===== config.mk =====
export PLATFORM = sky130hd
export DESIGN_NAME = module_ram
export DESIGN_NICKNAME = d
export VERILOG_FILES = /design/src/rtl/mock8080_pkg.sv /design/src/rtl/ram_sp256.sv /design/src/rtl/module_ram.sv
export SDC_FILE = /design/constraint.sdc
export NUM_CORES = 2
export LEC_CHECK = 0
export ABC_AREA = 1
export CAP_MARGIN = 20
export CORE_MARGIN = 5
export CORE_UTILIZATION = 45
export CTS_CLUSTER_DIAMETER = 120
export DETAILED_ROUTE_END_ITERATION = 12
export GPL_TIMING_DRIVEN = 0
export PLACE_DENSITY_LB_ADDON = 0.12
export SYNTH_ARGS = -nofsm -noshare
export SYNTH_HDL_FRONTEND = slang
export SYNTH_SLANG_ARGS = --single-unit

===== constraint.sdc =====
create_clock -name clk_qzt -period 10.5 [get_ports clk_qzt]
set_input_delay 3.15 -clock clk_qzt [delete_from_list [all_inputs] [get_ports clk_qzt]]
set_output_delay 3.15 -clock clk_qzt [all_outputs]
set_load 0.01 [all_outputs]

===== src/rtl/mock8080_pkg.sv =====
// Shared widths and loader state encoding for the mock8080 memory slice.
package mock8080_pkg;

    localparam int ADDR_W = 8;
    localparam int DATA_W = 8;

    typedef enum logic [1:0] {
        ST_IDLE = 2'd0,
        ST_LOAD = 2'd1,
        ST_DONE = 2'd2
    } ld_state_e;

endpackage


===== src/rtl/ram_sp256.sv =====
// Single-port synchronous RAM with registered, read-before-write output.
// Read data register holds when re_i is low; array contents are never reset.
module ram_sp256
    import mock8080_pkg::*;
#(
    parameter int AW = mock8080_pkg::ADDR_W,
    parameter int DW = mock8080_pkg::DATA_W
) (
    input  logic          clk_i,
    input  logic          rst_i,
    input  logic          we_i,
    input  logic          re_i,
    input  logic [AW-1:0] addr_i,
    input  logic [DW-1:0] wdata_i,
    output logic [DW-1:0] rdata_o
);

    logic [DW-1:0] mem [0:(1<<AW)-1];
    logic [DW-1:0] rdata_q;

    always_ff @(posedge clk_i) begin
        if (we_i) begin
            mem[addr_i] <= wdata_i;
        end
    end

    // Non-blocking read of the array yields the pre-write value on a same-address write.
    always_ff @(posedge clk_i or posedge rst_i) begin
        if (rst_i) begin
            rdata_q <= '0;
        end else if (re_i) begin
            rdata_q <= mem[addr_i];
        end
    end

    assign rdata_o = rdata_q;

endmodule


===== src/rtl/module_ram.sv =====
// CPU program/data RAM with a byte-stream loader that holds the CPU off the bus while filling.
// Read latency 1 clk_qzt; loader accepts one byte per cycle in LOAD, abort beats a same-cycle byte.
module module_ram
    import mock8080_pkg::*;
#(
    parameter int ADDR_W = mock8080_pkg::ADDR_W,
    parameter int DATA_W = mock8080_pkg::DATA_W
) (
    input  logic              clk_qzt,
    input  logic              reset,
    input  logic [ADDR_W-1:0] cpu_addr,
    input  logic [DATA_W-1:0] cpu_wdata,
    input  logic              cpu_we,
    output logic [DATA_W-1:0] cpu_rdata,
    output logic              cpu_hold,
    input  logic              ld_start,
    input  logic [ADDR_W-1:0] ld_base,
    input  logic [ADDR_W:0]   ld_len,
    input  logic              ld_valid,
    input  logic [DATA_W-1:0] ld_data,
    output logic              ld_ready,
    input  logic              ld_abort,
    output logic              ld_done,
    output logic              ld_err,
    output logic [ADDR_W:0]   ld_count
);

    localparam logic [ADDR_W:0]   LEN_MAX = {1'b1, {ADDR_W{1'b0}}};
    localparam logic [ADDR_W:0]   CNT_ONE = {{ADDR_W{1'b0}}, 1'b1};
    localparam logic [ADDR_W-1:0] PTR_ONE = {{(ADDR_W-1){1'b0}}, 1'b1};

    ld_state_e         state_q, state_d;
    logic [ADDR_W-1:0] ptr_q, ptr_d;
    logic [ADDR_W:0]   rem_q, rem_d;
    logic [ADDR_W:0]   cnt_q, cnt_d;
    logic              err_q, err_d;

    logic              len_ok;
    logic              hs;
    logic              ram_we;
    logic              ram_re;
    logic [ADDR_W-1:0] ram_addr;
    logic [DATA_W-1:0] ram_wdata;

    assign len_ok = (ld_len != '0) && (ld_len <= LEN_MAX);
    assign hs     = (state_q == ST_LOAD) && ld_valid && !ld_abort;

    always_ff @(posedge clk_qzt or posedge reset) begin
        if (reset) begin
            state_q <= ST_IDLE;
        end else begin
            state_q <= state_d;
        end
    end

    always_comb begin
        state_d = state_q;
        case (state_q)
            ST_IDLE: if (ld_start && len_ok) state_d = ST_LOAD;
            ST_LOAD: begin
                if (ld_abort) begin
                    state_d = ST_IDLE;
                end else if (ld_valid && rem_q == CNT_ONE) begin
                    state_d = ST_DONE;
                end
            end
            ST_DONE: state_d = ST_IDLE;
            default: state_d = ST_IDLE;
        endcase
    end

    always_comb begin
        cpu_hold  = (state_q != ST_IDLE);
        ld_ready  = (state_q == ST_LOAD);
        ld_done   = (state_q == ST_DONE);
        ram_addr  = cpu_addr;
        ram_wdata = cpu_wdata;
        ram_we    = 1'b0;
        ram_re    = 1'b0;
        case (state_q)
            ST_IDLE: begin
                ram_we = cpu_we;
                ram_re = 1'b1;
            end
            ST_LOAD: begin
                ram_addr  = ptr_q;
                ram_wdata = ld_data;
                ram_we    = hs;
            end
            default: ;
        endcase
    end

    always_comb begin
        ptr_d = ptr_q;
        rem_d = rem_q;
        cnt_d = cnt_q;
        err_d = 1'b0;
        if (state_q == ST_IDLE && ld_start) begin
            if (len_ok) begin
                ptr_d = ld_base;
                rem_d = ld_len;
                cnt_d = '0;
            end else begin
                err_d = 1'b1;
            end
        end
        if (hs) begin
            ptr_d = ptr_q + PTR_ONE;
            rem_d = rem_q - CNT_ONE;
            cnt_d = cnt_q + CNT_ONE;
        end
    end

    always_ff @(posedge clk_qzt or posedge reset) begin
        if (reset) begin
            ptr_q <= '0;
            rem_q <= '0;
            cnt_q <= '0;
            err_q <= 1'b0;
        end else begin
            ptr_q <= ptr_d;
            rem_q <= rem_d;
            cnt_q <= cnt_d;
            err_q <= err_d;
        end
    end

    assign ld_err   = err_q;
    assign ld_count = cnt_q;

    ram_sp256 #(
        .AW (ADDR_W),
        .DW (DATA_W)
    ) u_ram (
        .clk_i   (clk_qzt),
        .rst_i   (reset),
        .we_i    (ram_we),
        .re_i    (ram_re),
        .addr_i  (ram_addr),
        .wdata_i (ram_wdata),
        .rdata_o (cpu_rdata)
    );

endmodule

-- Yosys cells after proc, flatten, opt, wreduce, memory -nomap -nowiden
Memories as Yosys holds them, arrays and structs flattened. A register that Yosys moved wholly into a read port is not among the register bits.
Cells that the tools add are included.
- $add $sub $neg: 3
- multipliers: 0
- div/mod/pow operators: 0
- $lt $le $gt $ge: 1
- equal/unequal tests: 5
- shift-type cells: 0
- muxes and demuxes: 21
- bitwise logic cells: 0
- reduce and logical (&&, ||, !) cells: 14
- operators with widths (kind ; number):
    $mux 9 ; 6
    $mux 8 ; 5
    $add 9x1->9 const B ; 1
    $eq 9x1->1 const B ; 1
    $le 9x9->1 const B ; 1
    $reduce_bool 9->1 ; 1
    $sub 9x1->9 const B ; 1
    $add 8x1->8 const B ; 1
    $logic_and 1x1->1 ; 6
    $mux 2 ; 3
    $reduce_bool 2->1 ; 3
    $mux 1 ; 5
    $pmux 2 s2 ; 1
    $reduce_and 2->1 ; 2
    $ne 3x1->1 const B ; 1
    $eq 2x1->1 const B ; 1
    $eq 2x2->1 const B ; 1
    $logic_not 2->1 ; 1
    $ne 2x2->1 const B ; 1
    $pmux 1 s2 ; 1
    $logic_not 1->1 ; 1
- register bits: 29
- latch bits: 0
- bits in writable memories: 2048
- bits in read-only memories: 0
- input bits: 47
- output and inout bits: 21
- memories kept: 1
- memory list (name ; words ; width ; rd ports ; clocked after memory_dff ; write ports ; line ; source):
    u_ram.mem ; 256 ; 8 ; 1 ; 1 ; 1 ; ram_sp256.sv:18 ; logic [DW-1:0] mem [0:(1<<AW)-1];

-- Longest topological paths before layout
- depth after elaboration: 6
- gate-level depth with buffers: 21
- depth with buffers taken out: 18

-- Modules after synthesis
A second synthesis with hierarchy kept.
- cell total of the unflattened synthesis: 8037
- area, all modules: 85856.1 sq um
- modules (own cells, without submodules) (module ; times used ; cells an instance ; area an instance (sq um) ; sequential area each (sq um)):
    ram_sp256 ; 1 ; 7710 ; 83750.3 ; 61699.2
    module_ram ; 1 ; 327 ; 2105.8 ; 725.7

-- Worst setup path after synthesis
Ideal clock, no wire load.
- path type: input to register
- start: input ld_data[0]
- end: memory u_ram.mem[0][0] (netlist bit) (data pin)
- setup time: 0.823 ns
- data arrival time: 6.246 ns
- setup slack: 3.431 ns
- stages on the path: 2
- path through: nand2_1 nand2_1
- word-level cells in the longest chain between the ends: 1
- ends and longest elaborated chain (what ; line ; source):
    start, declared ; module_ram.sv:20 ; input logic [DATA_W-1:0] ld_data,
    $mux 8 ; module_ram.sv:80 ; case (state_q)
    named net ram_wdata[0] ; module_ram.sv:43 ; logic [DATA_W-1:0] ram_wdata;
    end, declared ; ram_sp256.sv:18 ;
The timed path passes the listed nets, and every way through them passes these cells.

-- Final worst setup path
- start: input cpu_addr[0]
- end: memory u_ram.mem[77][4] (netlist bit) (enable)
- word-level cells in the longest chain between the ends: 1
- ends and longest elaborated chain (what ; line ; source):
    start, declared ; module_ram.sv:11 ; input logic [ADDR_W-1:0] cpu_addr,
    $mux 8 ; module_ram.sv:80 ;
Every way passes these cells.

==> results.txt <==
----------------------------------------------------
[Yosys]
  Post-synth EDFFs ... 2048
  Mapped Avg Cell Area ... about 10 um^2
  Area share of the largest cell type after synthesis ... 69.9%
  Ys async rst share ... 1.77%
  Prevailing post-synth register cell ... sky130_fd_sc_hd__edfxtp_1
  Library cell with the highest instance count after synthesis ... sky130_fd_sc_hd__nand2_1
  Yosys Warn Count ... 0
  Top cells by area, synth ... sky130_fd_sc_hd__edfxtp_1, sky130_fd_sc_hd__nand2_1, sky130_fd_sc_hd__nor2_1, sky130_fd_sc_hd__nand3_1, sky130_fd_sc_hd__dfrtp_1
  Post-synthesis cell type count ... 41
  Area leader, netlist ... sky130_fd_sc_hd__edfxtp_1
  Synth Register Bits ... 2085
  Total nets after synthesis ... 8699
  Register area share after synthesis ... 70.9%
  Post-Syn Instances ... ~8600
  Top cell types by occurrence after synthesis ... sky130_fd_sc_hd__nand2_1, sky130_fd_sc_hd__edfxtp_1, sky130_fd_sc_hd__nor2_1
  Post-Synthesis Cell Area ... a little under 90000 um^2

[Timing]
  Number of endpoints with negative hold slack in the final report ... 0
  Setup violators final ... 0
  Max Fclk ... 123 MHz
  Max Transition Viols Final ... 0
  Setup repair after global routing missed its margin ... false
  Worst-case setup margin in the final layout ... approximately 2.4 ns
  Min Hold Slack ... 0.494 ns
  Worst-Margin Slew ... 1.26 ns
  Largest clock skew in the final design ... 0.0422 ns
  Min Clock Period, post-route ... 8.11 ns
  Remaining max-slew budget at the tightest pin ... 16.0%
  Final clock period utilization by the worst path ... between 70% and 80%

[Placement]
  Total half-perimeter wirelength after legalization and detailed placement ... roughly 220 mm
  Buffers on Ports ... 67
  Placer's final routability congestion estimate ... 0.978
  Worst slack after detailed placement ... 1.51 ns
  Total cell area at the placement stage ... 93200 um^2

[Job]
  Number of max-capacitance violations reported ... 0

[GRT]
  GRT overflow ... 0
  Met3 demand-to-capacity share in global routing ... approximately 7.8%
  Vias in the first global route ... around 60000
  First-pass GRT wire length ... 436 mm
  Met1 usage ... 42.4%
  Overall routing resource usage ... 30.0%
  Largest net degree at the start of global routing ... 74
  Antenna violations before repair ... 21
  Most crowded layer after global routing ... met2
  GR met2 Demand/Resource ... 43.9%

[Clock network]
  Post-cts hold buffer count ... 0
  Post-CTS sizing ... 0
  Master cell of the clock root buffer ... sky130_fd_sc_hd__clkbuf_16
  Number of clock sinks seen by CTS ... 2085
  Setup fix buffers added after clock tree synthesis ... 0
  Clock tree from TritonCTS ... built
  Clock-pin transition on the worst setup and hold timing paths ... 0.06 ns
  Clock buffer count from CTS ... about 220
  Clock latency on the worst-skew pair ... 0.87 ns
  Clock Path Buffers ... 3
  Deepest level of the CTS H-tree ... 4

[Finish]
  Layout area overhead ... 14.1%
  Fraction of final layout cells with drive strength greater than 1 ... 6.92%
  Count of nets after finishing ... 9056
  Final standard cell area without fillers ... 100000 um^2
  Layout filler cell count ... about 18000
  Core utilization of the finished layout ... 51.6%

[Floorplan]
  Initial Util ... 45.2%
  Die Span Y ... 452 um
  Number of rows created at floorplan ... 162
  Standard cell core area ... slightly below 200000 um^2
  DIE AREA ... 205000 um^2
  Horizontal extent of the die ... approximately 450 um
  Io pins ... 68

[Status]
  Result of the run ... completed

[Critical path]
  WS Path Type ... primary input to flip-flop
  Kind of start point of the critical path ... primary input
  Cells along the critical path ... clkdlybuf4s50_1 > inv_1 > nand2_1 > nand2_1 > nor2_2 > buf_2 > buf_2 > nand3_1 > clkbuf_2 > nor2_1
  Setup crit end kind ... flip-flop
  Critical Path AT ... about 8.6 ns
  Crit-path slowest cell ... sky130_fd_sc_hd__nor2_1
  Bufs and invs on worst path ... 5
  Family with the most delay on the worst path ... simple AND/OR/NAND/NOR gates
  Required time at the worst-slack endpoint ... between 10 and 15 ns
  Critical Path Fanout Max ... 10
  Max stage delay on crit path ... between 1 and 1.5 ns

[Routing]
  Iteration-0 DRC count of the detailed router ... between 8000 and 9000
  Wirelength per Cell ... 26.5 um
  Pre-antenna DRT Iters ... 8
  Via-per-instance ratio ... 5.46
  DRC violations left ... 0
  Via count ... 64600
  Number of antenna-violating nets in the routed design ... 0
  Total wire length after detailed routing ... roughly 310 mm

[Pwr]
  Worst IR Drop VDD ... about 190 uV
  Leakage power summed over all cells ... 40.5 nW
  Cell area power density ... 211 nW/um^2

[Worst hold path]
  Hold Crit Class ... flip-flop to flip-flop

----------------------------------------------------
report_power, final:
part           total [mW]  internal, mW  switching [mW]
clock                7.72          4.41            3.31
sequential           9.44          9.41          0.0323
combinational        4.08         0.896            3.18
layout make-up:
cell class / count / area [um^2] / area share, %
flip-flops and latches: 2085 / 62400 / 62.1
multi-input cells: 6059 / 23500 / 23.4
clock buffers: 270 / 5660 / 5.63
well taps: 2624 / 3280 / 3.27
repair buffers: 139 / 2020 / 2.01
plain buffers: 461 / 2010 / 2.00
clock inverters: 131 / 1350 / 1.35
inverters: 43 / 161 / 0.161
diodes: 14 / 35.0 / 0.0349
routing by layer:
| layer | wire length (um) | vias to the layer above |
|---|---|---|
| li1 | - | 29000 |
| met1 | 128000 | 31600 |
| met2 | 135000 | 3380 |
| met3 | 35600 | 583 |
| met4 | 14400 | 8 |
| met5 | 112 | - |
state kept, by name, summed over array words and instances (netlist names):
signal / flops
u_ram.mem: 2048
ld_count: 9
rem_q: 9
ptr_q: 8
u_ram.rdata_o: 8
state_q: 2
ld_err: 1
kinds of logic (layout without fill, tap and decap cells):
logic type	Yosys count	count (layout)	synth area share, %
muxes	1	1	0.0114
DFF	2085	2085	70.9
and+or+nand+nor	6001	6001	26.2
adders and majority gates	4	4	0.0569
other	0	14	0
AOI/OAI and AO/OA	49	49	0.370
xor gates and xnor gates	4	4	0.0398
buffers and inverters	504	1044	2.44
layout by cell type (no fill, tap or decap), types with 3 or more instances in the layout:
| cell type | synthesis | final |
|---|---|---|
| sky130_fd_sc_hd__nand2_1 | 5005 | 4997 |
| sky130_fd_sc_hd__o21ai_2 | 4 | 4 |
| sky130_fd_sc_hd__o21ai_1 | 5 | 5 |
| sky130_fd_sc_hd__o221ai_1 | 4 | 4 |
| sky130_fd_sc_hd__clkbuf_16 | 0 | 218 |
| sky130_fd_sc_hd__buf_2 | 183 | 183 |
| sky130_fd_sc_hd__o21ai_0 | 12 | 12 |
| sky130_fd_sc_hd__dfrtp_1 | 37 | 37 |
| sky130_fd_sc_hd__nand4_1 | 3 | 3 |
| sky130_fd_sc_hd__clkinv_2 | 0 | 45 |
| sky130_fd_sc_hd__clkdlybuf4s50_1 | 0 | 67 |
| sky130_fd_sc_hd__nor4_1 | 3 | 3 |
| sky130_fd_sc_hd__buf_4 | 6 | 16 |
| sky130_fd_sc_hd__buf_8 | 0 | 6 |
| sky130_fd_sc_hd__a21oi_1 | 7 | 7 |
| sky130_fd_sc_hd__nand2_2 | 7 | 7 |
| sky130_fd_sc_hd__o22ai_1 | 3 | 3 |
| sky130_fd_sc_hd__edfxtp_1 | 2048 | 2048 |
| sky130_fd_sc_hd__buf_6 | 0 | 20 |
| sky130_fd_sc_hd__nand2_4 | 0 | 8 |
| sky130_fd_sc_hd__ha_1 | 4 | 4 |
| sky130_fd_sc_hd__bufinv_16 | 0 | 24 |
| sky130_fd_sc_hd__clkbuf_2 | 0 | 19 |
| sky130_fd_sc_hd__nand3_1 | 335 | 335 |
| sky130_fd_sc_hd__diode_2 | 0 | 14 |
| sky130_fd_sc_hd__clkinv_8 | 0 | 3 |
| sky130_fd_sc_hd__buf_1 | 51 | 51 |
| sky130_fd_sc_hd__clkinv_1 | 1 | 43 |
| sky130_fd_sc_hd__clkbuf_1 | 221 | 253 |
| sky130_fd_sc_hd__inv_1 | 32 | 31 |
| sky130_fd_sc_hd__clkinvlp_4 | 0 | 3 |
| sky130_fd_sc_hd__inv_16 | 0 | 3 |
| sky130_fd_sc_hd__nor3_1 | 5 | 5 |
| sky130_fd_sc_hd__nor2_1 | 625 | 622 |
| sky130_fd_sc_hd__inv_2 | 10 | 11 |
| sky130_fd_sc_hd__inv_6 | 0 | 9 |
| sky130_fd_sc_hd__buf_16 | 0 | 33 |
| sky130_fd_sc_hd__nor2_2 | 12 | 15 |
path summary, 6_finish.rpt:
path                                               to  slack, ns  cells after the start                     from
max reg2reg                u_ram.mem[77][4]$_DFFE_PP_       4.62                      9     ptr_q[0]$_DFFE_PP0P_
max                        u_ram.mem[77][4]$_DFFE_PP_       2.39                     10              cpu_addr[0]
min in group asynchronous        rem_q[4]$_DFFE_PP0P_       2.69                      2                    reset
min                           ld_count[8]$_DFFE_PP0P_       0.49                      1  ld_count[8]$_DFFE_PP0P_
max in group asynchronous        rem_q[1]$_DFFE_PP0P_       7.26                      3                    reset
min reg2reg                   ld_count[8]$_DFFE_PP0P_       0.49                      1  ld_count[8]$_DFFE_PP0P_
metrics by stage:
step / std cells / setup TNS [ns] / total power [mW]
after CTS: 11800 / 0 / 21.1
final: 11800 / 0 / 21.2
after global routing: 11800 / 0 / 21.8
after detailed placement: 11400 / 0 / 13.6
after floorplan: 8648 / 0 / 11.7
after global placement: 11300 / -5583.45 / 13.7
(Power assumes the default switching activity.)
